==> config.mk <==
export PLATFORM = sky130hd
export DESIGN_NAME = imem_loader
export DESIGN_NICKNAME = d
export VERILOG_FILES = /design/src/rtl/cpu_pkg.sv /design/src/rtl/imem_loader.sv
export SDC_FILE = /design/constraint.sdc
export NUM_CORES = 1
export LEC_CHECK = 0
export ABC_CLOCK_PERIOD_IN_PS = 4000
export CAP_MARGIN = 20
export CORE_MARGIN = 4
export CORE_UTILIZATION = 55
export CTS_BUF_LIST = sky130_fd_sc_hd__clkbuf_8
export CTS_CLUSTER_SIZE = 14
export DETAILED_ROUTE_END_ITERATION = 12
export PLACE_DENSITY = 0.82
export SYNTH_ARGS = -nofsm -noshare
export SYNTH_HDL_FRONTEND = slang
export SYNTH_SLANG_ARGS = --single-unit
==> constraint.sdc <==
create_clock -name clk -period 4 [get_ports clk]
set_input_delay 0.8 -clock clk [delete_from_list [all_inputs] [get_ports clk]]
set_output_delay 0.8 -clock clk [all_outputs]
set_load 0.05 [all_outputs]
==> src/rtl/cpu_pkg.sv <==
// -----------------------------------------------------------------------------
// cpu_pkg
// Shared CPU definitions: ALU operation encodings plus the program loader's
// state type and stream-format constants.
//
// Optional feature macro: IMEM_LOADER_CHECKSUM_EN adds the CHECK state used
// for the trailing checksum byte of the program stream.
// -----------------------------------------------------------------------------
package cpu_pkg;

    // ALU operation encodings used by the execute stage.
    typedef enum logic [3:0] {
        ALU_ADD  = 4'd0,
        ALU_SUB  = 4'd1,
        ALU_AND  = 4'd2,
        ALU_OR   = 4'd3,
        ALU_XOR  = 4'd4,
        ALU_SLL  = 4'd5,
        ALU_SRL  = 4'd6,
        ALU_SRA  = 4'd7,
        ALU_SLT  = 4'd8,
        ALU_SLTU = 4'd9
    } alu_op_t;

    // The program stream starts with a little-endian word count of this many bytes.
    localparam int LOADER_HDR_BYTES = 2;
    localparam int LOADER_CNT_BITS  = 8 * LOADER_HDR_BYTES;

    // Program loader states. CHECK only exists when the checksum is enabled.
    typedef enum logic [2:0] {
        IDLE   = 3'd0,
        HDR_LO = 3'd1,
        HDR_HI = 3'd2,
        DATA   = 3'd3,
`ifdef IMEM_LOADER_CHECKSUM_EN
        CHECK  = 3'd4,
`endif
        DONE   = 3'd5,
        ERROR  = 3'd6
    } loader_state_t;

endpackage

==> src/rtl/imem_loader.sv <==
// -----------------------------------------------------------------------------
// imem_loader
// Receives a program as a byte stream (valid/ready) and writes it word by word
// into instruction memory while holding the CPU in reset.
//
// Stream: 16-bit word count N (low byte first), then N words of 4 bytes,
// least-significant byte first. With IMEM_LOADER_CHECKSUM_EN defined, one
// trailing byte equal to the XOR of all header and data bytes follows.
//
// Parameters:
//   DEPTH_WORDS - maximum program length in words (longer headers -> error)
//   BASE_ADDR   - byte address of the first instruction word
// Ports:
//   clk, reset           - clock, asynchronous active-high reset
//   start                - one-cycle load request (honoured in IDLE/DONE/ERROR)
//   byte_valid/byte_data - incoming stream byte
//   byte_ready           - loader accepts a byte this cycle
//   wr_en/wr_addr/wr_data- instruction-memory write port (one-cycle strobe)
//   cpu_hold             - holds the CPU in reset until the load is done
//   done / error         - load finished successfully / failed
// -----------------------------------------------------------------------------
module imem_loader
    import cpu_pkg::*;
#(
    parameter int          DEPTH_WORDS = 256,
    parameter logic [31:0] BASE_ADDR   = 32'h0000_0000
) (
    input  logic        clk,
    input  logic        reset,
    input  logic        start,
    input  logic        byte_valid,
    input  logic [7:0]  byte_data,
    output logic        byte_ready,
    output logic        wr_en,
    output logic [31:0] wr_addr,
    output logic [31:0] wr_data,
    output logic        cpu_hold,
    output logic        done,
    output logic        error
);

    localparam logic [31:0] DEPTH_LIMIT = 32'(DEPTH_WORDS);

`ifdef IMEM_LOADER_CHECKSUM_EN
    localparam loader_state_t AFTER_DATA = CHECK;
`else
    localparam loader_state_t AFTER_DATA = DONE;
`endif

    loader_state_t              state_reg;
    loader_state_t              state_next;
    logic [LOADER_CNT_BITS-1:0] word_count_reg;
    logic [LOADER_CNT_BITS-1:0] word_idx_reg;
    logic [1:0]                 byte_idx_reg;
    logic [23:0]                shift_reg;      // first three bytes of the current word
    logic                       wr_en_reg;
    logic [31:0]                wr_addr_reg;
    logic [31:0]                wr_data_reg;
`ifdef IMEM_LOADER_CHECKSUM_EN
    logic [7:0]                 csum_reg;
`endif

    logic                       accept;
    logic                       load_start;
    logic [LOADER_CNT_BITS-1:0] hdr_count;
    logic                       last_write;

    assign accept     = byte_valid & byte_ready;
    // Full word count as it becomes known on the high header byte.
    assign hdr_count  = {byte_data, word_count_reg[7:0]};
    // word_idx_reg is bumped together with the write strobe, so during the
    // write cycle it already counts the word being written.
    assign last_write = wr_en_reg && (word_idx_reg == word_count_reg);

    // ---------------------------------------------------------------- FSM
    always_ff @(posedge clk or posedge reset) begin
        if (reset) begin
            state_reg <= IDLE;
        end else begin
            state_reg <= state_next;
        end
    end

    always_comb begin
        state_next = state_reg;
        byte_ready = 1'b0;
        load_start = 1'b0;
        case (state_reg)
            IDLE, DONE, ERROR: begin
                if (start) begin
                    load_start = 1'b1;
                    state_next = HDR_LO;
                end
            end
            HDR_LO: begin
                byte_ready = 1'b1;
                if (byte_valid) begin
                    state_next = HDR_HI;
                end
            end
            HDR_HI: begin
                byte_ready = 1'b1;
                if (byte_valid) begin
                    if ({16'd0, hdr_count} > DEPTH_LIMIT) begin
                        state_next = ERROR;
                    end else if (hdr_count == '0) begin
                        state_next = AFTER_DATA;
                    end else begin
                        state_next = DATA;
                    end
                end
            end
            DATA: begin
                // Stall the stream while a word is being written out.
                byte_ready = !wr_en_reg;
                if (last_write) begin
                    state_next = AFTER_DATA;
                end
            end
`ifdef IMEM_LOADER_CHECKSUM_EN
            CHECK: begin
                byte_ready = 1'b1;
                if (byte_valid) begin
                    state_next = (byte_data == csum_reg) ? DONE : ERROR;
                end
            end
`endif
            default: state_next = IDLE;
        endcase
    end

    // ----------------------------------------------------------- datapath
    always_ff @(posedge clk or posedge reset) begin
        if (reset) begin
            word_count_reg <= '0;
            word_idx_reg   <= '0;
            byte_idx_reg   <= 2'd0;
            shift_reg      <= 24'd0;
            wr_en_reg      <= 1'b0;
            wr_addr_reg    <= 32'd0;
            wr_data_reg    <= 32'd0;
`ifdef IMEM_LOADER_CHECKSUM_EN
            csum_reg       <= 8'd0;
`endif
        end else begin
            wr_en_reg <= 1'b0;

            if (load_start) begin
                word_idx_reg <= '0;
                byte_idx_reg <= 2'd0;
`ifdef IMEM_LOADER_CHECKSUM_EN
                csum_reg     <= 8'd0;
`endif
            end

`ifdef IMEM_LOADER_CHECKSUM_EN
            if (accept) begin
                csum_reg <= csum_reg ^ byte_data;
            end
`endif

            if (accept && state_reg == HDR_LO) begin
                word_count_reg[7:0] <= byte_data;
            end
            if (accept && state_reg == HDR_HI) begin
                word_count_reg[15:8] <= byte_data;
            end

            if (accept && state_reg == DATA) begin
                byte_idx_reg <= byte_idx_reg + 2'd1;
                shift_reg    <= {byte_data, shift_reg[23:8]};
                if (byte_idx_reg == 2'd3) begin
                    wr_en_reg    <= 1'b1;
                    wr_addr_reg  <= BASE_ADDR + {14'd0, word_idx_reg, 2'b00};
                    wr_data_reg  <= {byte_data, shift_reg};
                    word_idx_reg <= word_idx_reg + 1'b1;
                end
            end
        end
    end

    assign wr_en    = wr_en_reg;
    assign wr_addr  = wr_addr_reg;
    assign wr_data  = wr_data_reg;
    assign cpu_hold = (state_reg != DONE);
    assign done     = (state_reg == DONE);
    assign error    = (state_reg == ERROR);

endmodule
==> results of run 1 <==
==> worst register-to-register path, cell delays in order, from the launching register on <==
cell and delay, ps:
dfrtp_1 580, inv_1 260, nand2_1 140, nor2_2 370, mux2_2 390
==> power groups by stage <==
stage,Combinational (mW),Clock (mW),Sequential (mW)
after floorplan,0.674,0,1.79
after global placement,1.08,0,1.65
after detailed placement,1.11,0,1.67
after CTS,1.12,0.672,1.65
after global routing,1.20,0.710,1.70
final,1.11,0.658,1.66
==> layout by cell type (no fill, tap or decap), types with 4 or more instances in the layout <==
cell type	synthesis	layout
nor3_1	4	4
and2_1	4	4
nor2_1	9	9
nand3_1	15	14
dfrtp_1	110	110
nand2_1	162	162
mux2i_1	7	7
xnor2_1	14	14
nand4_1	6	6
xor2_1	8	8
clkdlybuf4s50_1	0	64
nor4_1	4	4
o21ai_0	10	10
mux2_2	40	40
clkbuf_8	0	9
conb_1	1	16
==> path summary, 6_finish.rpt <==
path / start / cells after the start / endpoint
setup / recovery: state_reg[0]$_DFFE_PP0P_ / 3 / byte_ready
hold / removal: wr_addr[13]$_DFFE_PP0P_ / 2 / wr_addr[13]$_DFFE_PP0P_
setup reg to reg: state_reg[0]$_DFFE_PP0P_ / 4 / word_count_reg[14]$_DFFE_PP0P_
hold reg to reg: wr_addr[13]$_DFFE_PP0P_ / 2 / wr_addr[13]$_DFFE_PP0P_
max in group asynchronous: reset / 3 / wr_data[27]$_DFFE_PP0P_
min in group asynchronous: reset / 2 / wr_data[0]$_DFFE_PP0P_
==> Yosys cell counts, drive strengths merged, types with 2 or more instances <==
cell type	instances	share of area, %
nor4	4	0.52
a21oi	3	0.31
mux2	40	9.4
nand4	7	1.2
nor2b	2	0.26
o31ai	2	0.31
and3	3	0.39
o21ai	10	1.0
nand3	15	1.6
mux2i	7	1.5
nand2	163	13
and4	3	0.55
inv	5	0.39
nor3	5	0.75
nand2b	2	0.26
clkbuf	6	0.47
dfrtp	110	57
ha	2	0.52
xor2	8	1.5
nor2	10	0.83
buf	29	3.9
and2	4	0.52
xnor2	14	2.5
==> cell families (layout without fill, tap and decap cells) <==
logic type,after synthesis,in the layout
AOI/OAI and AO/OA,20,20
xor gates and xnor gates,22,22
adders and majority gates,2,2
buffers and inverters,40,88
DFF,110,110
muxes,47,47
other,1,16
and+or+nand+nor,220,220
==> per-stage QoR <==
stage	power [mW]	utilization [%]	cell area (µm²)	hold slack [ps]
finish	3.425	67.92	5693	485.0
global placement	2.729	65.50	5490	452.3
CTS	3.447	67.92	5693	491.6
global route	3.604	67.92	5693	510.3
floorplan	2.468	-	4873	433.1
detailed placement	2.789	65.50	5490	461.3
==> cell type report <==
type,instances,area share (%)
sequential,110,48.35
multi-input combinational,327,33.32
timing repair buffer,67,12.09
tap,105,2.308
clock buffer,9,2.176
clock inverter,7,1.385
inverter,5,0.3736
==> routing by layer <==
| metal | track usage [%] | wire length (µm) | vias up |
|---|---|---|---|
| li1 | - | - | 1605 |
| met1 | 29.34 | 4466 | 1688 |
| met2 | 33.35 | 4903 | 114 |
| met3 | 3.030 | 511 | 13 |
| met4 | 7.157 | 148 | 0 |
| met5 | 0 | 0 | - |
==> impl_results.md, run 1 <==
- Setup Skew: 14.04 ps
- Final nets: 534
- Final Critical Period: 2928 ps
- Placed cell count: 614
- Top FF cell, synth: dfrtp_1
- Number of flip-flops in the largest register: 32
- Initial antenna violation count: 0
- F_max: 341.5 MHz
- Initial Util: 57.47%
- Dpl ws: 1384 ps
- Type of origin of the critical path: flip-flop
- Leakage: 2.757 nW
- CTS H-tree depth: 3
- Die footprint: 10320 µm²
- Layout cell share with drive strength beyond 1: 12.76%
- Switching share of power: 37.83%
- Dpl hpwl: 7.008 mm
- Avg Inst Size Synth: 10.43 µm²
- WL/cell: 15.92 µm
- Gpl congestion: 0.8325
- Worst setup EP type: output pin
- Root buf cell: clkbuf_8
- DR vias/cell: 5.429
- Total routed wirelength: 10.03 mm
- Crit-path slowest cell: clkdlybuf4s50_1
- Cell family with most CP delay: buffers and inverters
- Core box area: 8382 µm²
- Synth warn: 0
- Comb pwr share: 32.5%
- First-pass GRT wire length: 16.89 mm
- Post-Synth Simple-Gate Area: 20.10%
- Crit-path cells: o21ai_0 -> nor2_1 -> clkdlybuf4s50_1
- CTS tree: done
- Register share of total power: 48.3%
- RSZ-0062 raised after global routing: false
- Antenna Nets Post-Route: 0
- Clock power share: 19.2%
- Chip height: 101.6 µm
- Multiplexer area fraction after synthesis: 10.81%
- DRC: 0
- Clock transition at path regs: 110 ps
- GRT Overall Usage: 20.82%
- Largest net degree at the start of global routing: 71
- Port bufs: 64
- Psw: 1.296 mW
- Clock Sink Count: 110
- Sequential share of the synthesized area: 57.14%
- Largest family of logic cells by synthesized area: simple AND/OR/NAND/NOR gates
- Die width: 101.6 µm
- I/O pins: 81
- Final setup vio count: 0
- Initial DRC count: 144
- Pint: 2.129 mW
- Layout Cells excl Fill: 630
- Slew Limit Fails: 0
- Cells after Synth: 462
- Worst-skew pair later-pin latency: 370 ps
- FF+latch count, synth: 110
- Crit path arrival time: 2130 ps
- Final worst path period share: 73.20%
- Sequential cell area: 2753 µm²
- Vias in the first global route: 3504
- CP bufs+invs: 1
- Cell Area, Synth: 4817 µm²
- CP peak stage delay: 820 ps
- Max IR drop VDD: 0.3880 mV
- Row cnt: 33
- Flop2flop setup slack: 2150 ps
- Via count: 3420
- N_diodes: 0
- Maxcap violations: 0
- Fill cells: 627
- Post-Synth Adder-Cell Area: 0.5195%
- Final Worst Setup Slack: 1072 ps
- DRT Pass-1 Iters: 4
- P per Cell Area: 601.6 nW/µm²
- Outcome: finished, final reports clean
- Crit path max fanout: 15
- Worst-Margin Slew: 890.6 ps
- Fin. Hold Viols: 0
- Unique masters post-synth: 37
- XOR/XNOR share of the synthesized area: 4.000%
- Hold Path Class: reg -> reg
- Overflow after GRT: 0
- Clock buffer count from CTS: 9
- Multi-input gate area: 1897 µm²
- Post-synth EDFFs: 0
- Hold buffer count at CTS: 0
- Setup Fix Bufs, Post-CTS: 0
- FFs w/ async S/R, synth: 100.0%
- P&R area growth vs syn: 18.18%
- Post-Route Setup TNS: 0 ps
- Resize count post-CTS: 0
- Clk buf depth: 2
- WP data required: 3200 ps
- Crit Path Class: reg -> out
- Synth Area in Compound Gates: 2.597%
- Relative max-transition margin: 40.62%
No activity file was read; power rests on OpenSTA's default activity.
==> run 2: changes to the inputs <==
--- a/config.mk
+++ b/config.mk
@@ -5,14 +5,14 @@
 export SDC_FILE = /design/constraint.sdc
 export NUM_CORES = 1
 export LEC_CHECK = 0
-export ABC_CLOCK_PERIOD_IN_PS = 4000
+export ABC_CLOCK_PERIOD_IN_PS = 2450
 export CAP_MARGIN = 20
 export CORE_MARGIN = 4
-export CORE_UTILIZATION = 55
+export CORE_UTILIZATION = 50
 export CTS_BUF_LIST = sky130_fd_sc_hd__clkbuf_8
 export CTS_CLUSTER_SIZE = 14
 export DETAILED_ROUTE_END_ITERATION = 12
-export PLACE_DENSITY = 0.82
+export PLACE_DENSITY = 0.79
 export SYNTH_ARGS = -nofsm -noshare
 export SYNTH_HDL_FRONTEND = slang
 export SYNTH_SLANG_ARGS = --single-unit
==> constraint.sdc (replaced) <==
create_clock -name clk -period 2.45 [get_ports clk]
set_input_delay 0.49 -clock clk [delete_from_list [all_inputs] [get_ports clk]]
set_output_delay 0.49 -clock clk [all_outputs]
set_load 0.05 [all_outputs]
==> run 2 against run 1 <==
First-iteration DRC count fell by 22%. Cell count rose by 5.1%. Clock skew fell by 2.6 ps. Flip-flop and latch count did not move. Largest power group unchanged. Global-route usage fell by 1.7 points. Non-clock buffer count rose by 8. Sequential share of layout area fell by 0.61 points. Register-to-register slack got worse by 1600 ps. Cell area rose by 1.3%. Worst setup slack got worse by 810 ps. Clock power rose by 60%. Total power rose by 63%.
==> impl_results.md, run 2 (synthesis results as in run 1) <==
- Outcome: finished, final reports clean
- Worst-skew pair later-pin latency: 390 ps (+20 ps)
- Commonest non-fill, non-tap cell in the layout: nand2_1
- Slew Limit Fails: 0 (unchanged)
- Setup Fix Bufs, Post-CTS: 0 (unchanged)
- Dpl ws: 118.8 ps (-1265 ps)
- Clock buffer count from CTS: 9 (unchanged)
- Initial antenna violation count: 0 (unchanged)
- Clock transition at path regs: 110 ps (about the same)
- Layout cell share with drive strength beyond 1: 14.63% (+1.9 points)
- Number of flip-flops in the largest register: 32 (unchanged)
- Overflow after GRT: 0 (unchanged)
- Hold WS: 458.0 ps (-27.01 ps)
- Fin. Hold Viols: 0 (unchanged)
- CP peak stage delay: 580 ps (-240 ps)
- Initial Util: 51.64% (-5.8 points)
- Port bufs: 64 (unchanged)
- Crit path max fanout: 11 (-4)
- Largest net degree at the start of global routing: 65 (-8.5%)
- Hold buffer count at CTS: 0 (unchanged)
- Post-Route Setup TNS: 0 ps (unchanged)
- Max IR drop VDD: 0.5200 mV (+34%)
- N_diodes: 0 (unchanged)
- Clk buf depth: 2 (unchanged)
- Dpl hpwl: 7.243 mm (+3.3%)
- Cell family with most CP delay: flip-flops
- Worst setup EP type: output pin
- WL/cell: 15.29 µm (-4.0%)
- CP bufs+invs: 1 (unchanged)
- Most frequent cells in the layout: nand2_1 (162), dfrtp_1 (110), clkdlybuf4s50_1 (60), mux2_2 (40), conb_1 (16)
- Leakage: 2.786 nW (+1.1%)
- Type of origin of the critical path: flip-flop
- I/O pins: 81 (unchanged)
- DR vias/cell: 5.130 (-5.5%)
- Relative max-transition margin: 58.84% (+18 points)
- Total routed wirelength: 10.12 mm (+0.89%)
- Root buf cell: clkbuf_8
- Crit-path cells: nand3b_1 -> dlygate4sd2_1
- Final nets: 542 (+1.5%)
- Final Worst Setup Slack: 266.3 ps (-805.9 ps)
- Crit Path Class: reg -> out
- P per Cell Area: 970.6 nW/µm² (+61%)
- Crit path arrival time: 1690 ps (-440 ps)
- Crit-path slowest cell: dfrtp_1
- Initial DRC count: 112 (-22%)
- WP data required: 1960 ps (-1240 ps)
- Die footprint: 11270 µm² (+9.2%)
- Antenna Nets Post-Route: 0 (unchanged)
- Final Critical Period: 2184 ps
- Final worst path period share: 89.13%
- Placed Instance Area: 5574 µm² (+1.5%)
- Setup Skew: 11.46 ps (-2.583 ps)
- Clock Sink Count: 110 (unchanged)
- Die width: 106.2 µm (+4.5%)
- Placed cell count: 646 (+5.2%)
- DRC: 0 (unchanged)
- Gpl congestion: 0.8510 (+2.2%)
- Row cnt: 35 (+6.1%)
- Layout Cells excl Fill: 662 (+5.1%)
- F_max: 457.9 MHz
- Final setup vio count: 0 (unchanged)
- CTS H-tree depth: 3 (unchanged)
- Core box area: 9328 µm² (+11%)
- Worst-Margin Slew: 615.3 ps (-275.4 ps)
- RSZ-0062 raised after global routing: false
- Chip height: 106.2 µm (+4.5%)
- Hold Path Class: in -> async
- Post-route cell area: 5766 µm² (+1.3%)
- DRT Pass-1 Iters: 4 (unchanged)
- Vias in the first global route: 3471 (-0.94%)
- CTS tree: done
- First-pass GRT wire length: 17.11 mm (+1.3%)
- P&R area growth vs syn: 19.69%
- Maxcap violations: 0 (unchanged)
- Via count: 3396 (-0.70%)
- GRT Overall Usage: 19.11% (-1.7 points)
## run 2: changes by cell type in the layout (fill, tap and decap cells not counted)
cell / previous run / this run
buf_4: 1 / 12
clkdlybuf4s50_1: 64 / 60
clkinv_4: 3 / 1
clkinv_8: 2 / 1
clkinvlp_4: 0 / 3
dlygate4sd2_1: 0 / 1
inv_4: 1 / 0
inv_6: 1 / 2
## run 2: cell type report
cell class | count | area, µm²
Tap cell | 129 | 161.4
Inverter | 5 | 22.52
Clock buffer | 9 | 123.9
Sequential cell | 110 | 2753
Timing Repair Buffer | 75 | 739.5
Clock inverter | 7 | 68.82
Multi-Input combinational cell | 327 | 1897
Fill cell | 759 | 3562
## run 2: final timing paths
check                                          from                        to  slack (ps)  cells past startpoint
min                                           reset    wr_data[8]$_DFFE_PP0P_         460                      2
min reg2reg                  wr_data[1]$_DFFE_PP0P_    wr_data[1]$_DFFE_PP0P_         480                      2
max reg2reg                state_reg[2]$_DFFE_PP0P_  shift_reg[6]$_DFFE_PP0P_         570                      4
min in group clk             wr_data[1]$_DFFE_PP0P_    wr_data[1]$_DFFE_PP0P_         480                      2
max in group asynchronous                     reset   wr_data[25]$_DFFE_PP0P_        1330                      3
max                        state_reg[1]$_DFFE_PP0P_                  cpu_hold         270                      2
## run 2: what timing repair did
| item | CTS | global route |
|---|---|---|
| resized for setup | 1 | 0 |
| hold endpoints to repair | 0 | 0 |
| endpoints found under the setup margin | 1 | 0 |
## run 2: where the power goes
part / switching, mW / internal (mW)
clock: 0.659 / 0.394
sequential: 0.375 / 2.29
combinational: 1.08 / 0.805
## run 2: metal layers
| layer | track usage, % | wire length (µm) | part of all wire, % |
|---|---|---|---|
| met1 | 25.12 | 4499 | 44 |
| met2 | 32.13 | 5015 | 50 |
| met3 | 4.189 | 505 | 5.0 |
| met4 | 5.180 | 99 | 0.98 |
| met5 | 0 | 0 | 0 |
## run 2: stage by stage
stage          util [%]  total power [mW]
6_report          61.81             5.596
5_1_grt           61.81             5.903
4_1_cts           61.81             5.630
3_5_place_dp      59.76             4.585
3_3_place_gp      59.76             4.483
2_1_floorplan         -             4.030
==> run 3: changes to the inputs <==
--- a/config.mk
+++ b/config.mk
@@ -12,7 +12,7 @@
 export CTS_BUF_LIST = sky130_fd_sc_hd__clkbuf_8
 export CTS_CLUSTER_SIZE = 14
 export DETAILED_ROUTE_END_ITERATION = 12
-export PLACE_DENSITY = 0.79
+export PLACE_DENSITY = 0.81
 export SYNTH_ARGS = -nofsm -noshare
 export SYNTH_HDL_FRONTEND = slang
 export SYNTH_SLANG_ARGS = --single-unit
==> run 3 against run 2 <==
Combinational power barely moved. Clock power is essentially flat. First-iteration DRC count rose by 120%. Worst setup slack better by 11 ps.
==> impl_results.md, run 3 (synthesis results as in run 1) <==
- Relative max-transition margin: 61.07% (+2.2 points)
- Hold WS: 463.4 ps (+5.467 ps)
- Outcome: finished, final reports clean
- Hold Path Class: reg -> reg
- Gpl congestion: 0.8894 (+4.5%)
- CTS tree: done
- Worst-skew pair later-pin latency: 370 ps (-20 ps)
- Via count: 3357 (-1.1%)
- Max IR drop VDD: 0.5024 mV (-3.4%)
- Chip height: 106.2 µm (unchanged)
- Port bufs: 64 (unchanged)
- Type of origin of the critical path: flip-flop
- Post-Route Setup TNS: 0 ps (unchanged)
- Crit path arrival time: 1680 ps (about the same)
- DRT Pass-1 Iters: 4 (unchanged)
- N_diodes: 0 (unchanged)
- Largest net degree at the start of global routing: 68 (+4.6%)
- Worst hold stages: 2
- Root buf cell: clkbuf_8
- Antenna Nets Post-Route: 0 (unchanged)
- Die width: 106.2 µm (unchanged)
- Clk buf depth: 2 (unchanged)
- Fin. Hold Viols: 0 (unchanged)
- Multi-input gate area: 1897 µm² (unchanged)
- DR vias/cell: 5.063 (-1.3%)
- Final setup vio count: 0 (unchanged)
- Commonest non-fill, non-tap cell in the layout: nand2_1
- Clock buffer count from CTS: 9 (unchanged)
- Cells on worst reg2reg path: 3 (-1)
- P&R area growth vs syn: 19.64% (about the same)
- Fill cells: 746 (-1.7%)
- Vias in the first global route: 3398 (-2.1%)
- Layout cell share with drive strength beyond 1: 14.04% (-0.59 points)
- Core box area: 9328 µm² (unchanged)
- F_max: 460.2 MHz (+0.50%)
- Maxcap violations: 0 (unchanged)
- Total routed wirelength: 9.913 mm (-2.0%)
- Final worst path period share: 88.69% (-0.44 points)
- Clock transition at path regs: 100 ps (about the same)
- WL/cell: 14.95 µm (-2.2%)
- Dpl hpwl: 7.112 mm (-1.8%)
- Initial Util: 51.64% (unchanged)
- Crit path max fanout: 11 (unchanged)
- Flop2flop setup slack: 580 ps (about the same)
- Die footprint: 11270 µm² (unchanged)
- Leakage: 2.808 nW (+0.79%)
- DRC: 0 (unchanged)
- Row cnt: 35 (unchanged)
- GRT Overall Usage: 18.39% (-0.73 points)
- Crit Path Class: reg -> out
- Hold buffer count at CTS: 0 (unchanged)
- RSZ-0062 raised after global routing: false
- I/O pins: 81 (unchanged)
- Worst setup EP type: output pin
- WP data required: 1960 ps (about the same)
- Final nets: 543 (+0.18%)
- Initial antenna violation count: 0 (unchanged)
- Clock Sink Count: 110 (unchanged)
- Most frequent cells in the layout: nand2_1 (162), dfrtp_1 (110), clkdlybuf4s50_1 (60), mux2_2 (40), conb_1 (16)
- P per Cell Area: 967.7 nW/µm² (-0.29%)
- CTS H-tree depth: 3 (unchanged)
- Number of flip-flops in the largest register: 32 (unchanged)
- First-pass GRT wire length: 16.57 mm (-3.1%)
- Setup Skew: 14.40 ps (+2.936 ps)
- Sequential cell area: 2753 µm² (unchanged)
- Initial DRC count: 245 (+120%)
- Overflow after GRT: 0 (unchanged)
- Final Critical Period: 2173 ps (-10.88 ps)
- Slew Limit Fails: 0 (unchanged)
- Worst-Margin Slew: 581.8 ps (-33.44 ps)
run 3: worst paths after layout:
kind	startpoint	endpoint
hold / removal	shift_reg[1]$_DFFE_PP0P_	wr_data[1]$_DFFE_PP0P_
setup reg to reg	state_reg[2]$_DFFE_PP0P_	shift_reg[9]$_DFFE_PP0P_
setup / recovery	state_reg[1]$_DFFE_PP0P_	cpu_hold
hold reg to reg	shift_reg[1]$_DFFE_PP0P_	wr_data[1]$_DFFE_PP0P_
max in group asynchronous	reset	word_count_reg[9]$_DFFE_PP0P_
min in group asynchronous	reset	wr_data[0]$_DFFE_PP0P_
run 3: final cells by class:
cell class | count | share of cell area (%)
tap | 129 | 2.801
clock buffer | 9 | 2.149
sequential | 110 | 47.76
inverter | 5 | 0.3908
clock inverter | 7 | 1.020
timing repair buffer | 76 | 12.96
multi-input combinational | 327 | 32.91
run 3: routing by layer:
metal / vias up / GRT usage, % / wire length, µm
met5: - / 0 / 0
li1: 1627 / - / -
met1: 1605 / 24.78 / 4411
met2: 112 / 29.68 / 4728
met3: 13 / 2.914 / 601
met4: 0 / 7.771 / 172
run 3: where the power goes:
part | internal, mW | switching [mW] | total [mW] | leakage (nW)
clock network | 0.462 | 0.585 | 1.05 | 0.109
logic | 0.798 | 1.06 | 1.85 | 1.25
registers | 2.29 | 0.389 | 2.67 | 1.45
total | 3.55 | 2.03 | 5.58 | 2.81
run 3: worst max-delay path: stages (launching register included):
cell           delay, ps
dfrtp_1              570
nand3b_1             200
dlygate4sd2_1        550
run 3: through the flow:
step | std cells | setup WS [ps] | area [µm²] | total power [mW] | utilization [%]
2_1_floorplan | 477 | 411.1 | 4877 | 4.030 | -
3_3_place_gp | 647 | 196.0 | 5582 | 4.480 | 59.84
4_1_cts | 663 | 260.7 | 5763 | 5.618 | 61.78
3_5_place_dp | 647 | 152.6 | 5582 | 4.577 | 59.84
5_1_grt | 663 | 205.3 | 5763 | 5.870 | 61.78
6_report | 663 | 277.1 | 5763 | 5.577 | 61.78
run 3: timing repair:
item                                    in CTS  in global routing
endpoints found under the setup margin       1                  0
buffers inserted                             0                  0
gates resized for setup                      1                  0
endpoints found under the hold margin        0                  0
==> variant (config.mk and constraints of run 1) <==
Make the reset (`reset`) synchronous in 2 clocked blocks. Comments in the files are not updated.
--- a/src/rtl/imem_loader.sv
+++ b/src/rtl/imem_loader.sv
@@ -73,7 +73,7 @@
     assign last_write = wr_en_reg && (word_idx_reg == word_count_reg);
 
     // ---------------------------------------------------------------- FSM
-    always_ff @(posedge clk or posedge reset) begin
+    always_ff @(posedge clk) begin
         if (reset) begin
             state_reg <= IDLE;
         end else begin
@@ -130,7 +130,7 @@
     end
 
     // ----------------------------------------------------------- datapath
-    always_ff @(posedge clk or posedge reset) begin
+    always_ff @(posedge clk) begin
         if (reset) begin
             word_count_reg <= '0;
             word_idx_reg   <= '0;
Function: differs if reset is asserted again (counterexample within 4 cycles, from zero or initial values and one cycle with reset high); with reset held inactive, the same outputs for 10 cycles.
==> variant against run 1 <==
Utilization decreased by 0.56 points; area after synthesis is 7.5% lower; sequential cell count unchanged; wire length is 1.1% lower; worst setup slack got worse by 0.097 ns; final area fell by 7.6%; critical path type unchanged.
Power is not compared: it rests on default switching activity, and its combinational part moved more than twofold at a synthesized area within 25%.
==> variant: results (changes against run 1) <==
[sta]
fin_skew_ns=0.0110  ; -0.00304 ns
relSlewSlack_pct=53.6  ; +13 points
timing.hold.ws_ns=0.456  ; -0.0290 ns
setup_ws_ns=0.975  ; -0.0969 ns

[setup_path]
r2r-start=state_reg[2]
crit_path_max_fanout=11  ; -4
cp-startpoint=state_reg[0]
reg2reg_depth=5  ; +1
regToRegEndpoint=wr_data[8]
critical_path.endpoint=done
cp_data_arrival_time_ns=2.22  ; +0.09 ns

[global_route]
met3_usage_pct=4.71  ; +1.7 points
grt_pass1_vias=3599  ; +2.7%
grt_max_degree=64  ; -9.9%
met1_usage_pct=27.7  ; -1.6 points
grt_pass1_wl_mm=16.7  ; -1.4%

[routing]
avgViaCountPerCell=5.33  ; -1.9%
drt-met1-wl_mm=4.48  ; +0.20%
met2WireLength_mm=4.57  ; -6.7%
drt_iter0_markers=202  ; +40%
met3WireLength_um=749  ; +47%

[finish]
buffers=69  ; +3.0%
final_core_util_pct=67.4  ; -0.56 points
fillerInstances=663  ; +5.7%
multi_input_area_share_pct=38.9  ; +5.6 points
num-nets-final=630  ; +18%
nFlopsAndLatches=110  ; unchanged

[placement]
hpwl_mm=6.98  ; -0.34%
gp_congestion=0.936  ; +12%
preCtsSetupSlack_ns=1.04  ; -0.349 ns
dp_cells=707  ; +15%
place_area_um2=5080  ; -7.5%

[synthesis]
synth_ff_type=dfxtp_1
syn_inst=573  ; +24%
synth.area.top_cells=dfxtp_1 49%, nand2_1 16%, a21oi_1 10%, xor2_1 4.5%, clkbuf_1 2.8%

[run_status]
status=complete, no violations

[worst_hold_path]
hp-start=wr_addr[9]
hold_path_end=wr_addr[9]

[die]
coreArea_um2=7810  ; -6.9%

==> variant: cell count changes after synthesis, moves of 10 or more <==
cell      delta
a21oi_1     +90
buf_2       -10
clkbuf_1    +27
dfrtp_1    -110
dfxtp_1    +110
mux2_2      -39
nand2_1     +30
nor2_1      +17
xor2_1      +15
==> variant: kinds of logic after synthesis <==
kind of cell / share of synthesized area [%]
AOI/OAI and AO/OA: 12.7
xor gates and xnor gates: 5.89
adders and majority gates: 0.561
buffers and inverters: 6.12
DFF: 49.4
muxes: 0.477
other: 0.0841
and+or+nand+nor: 24.8
==> variant: power groups by stage <==
stage               sequential [W]  combinational (W)  clock (W)
finish                     0.00118           0.000367   0.000615
CTS                        0.00118           0.000365   0.000624
floorplan                  0.00117           0.000322          0
detailed placement         0.00121           0.000365          0
global route               0.00119           0.000407   0.000665
global placement           0.00120           0.000355          0
==> variant: tightest hold or removal path: stages, from the launching register on <==
cell	delay (ns)
dfxtp_1	0.32
nand2_1	0.05
a21oi_1	0.05
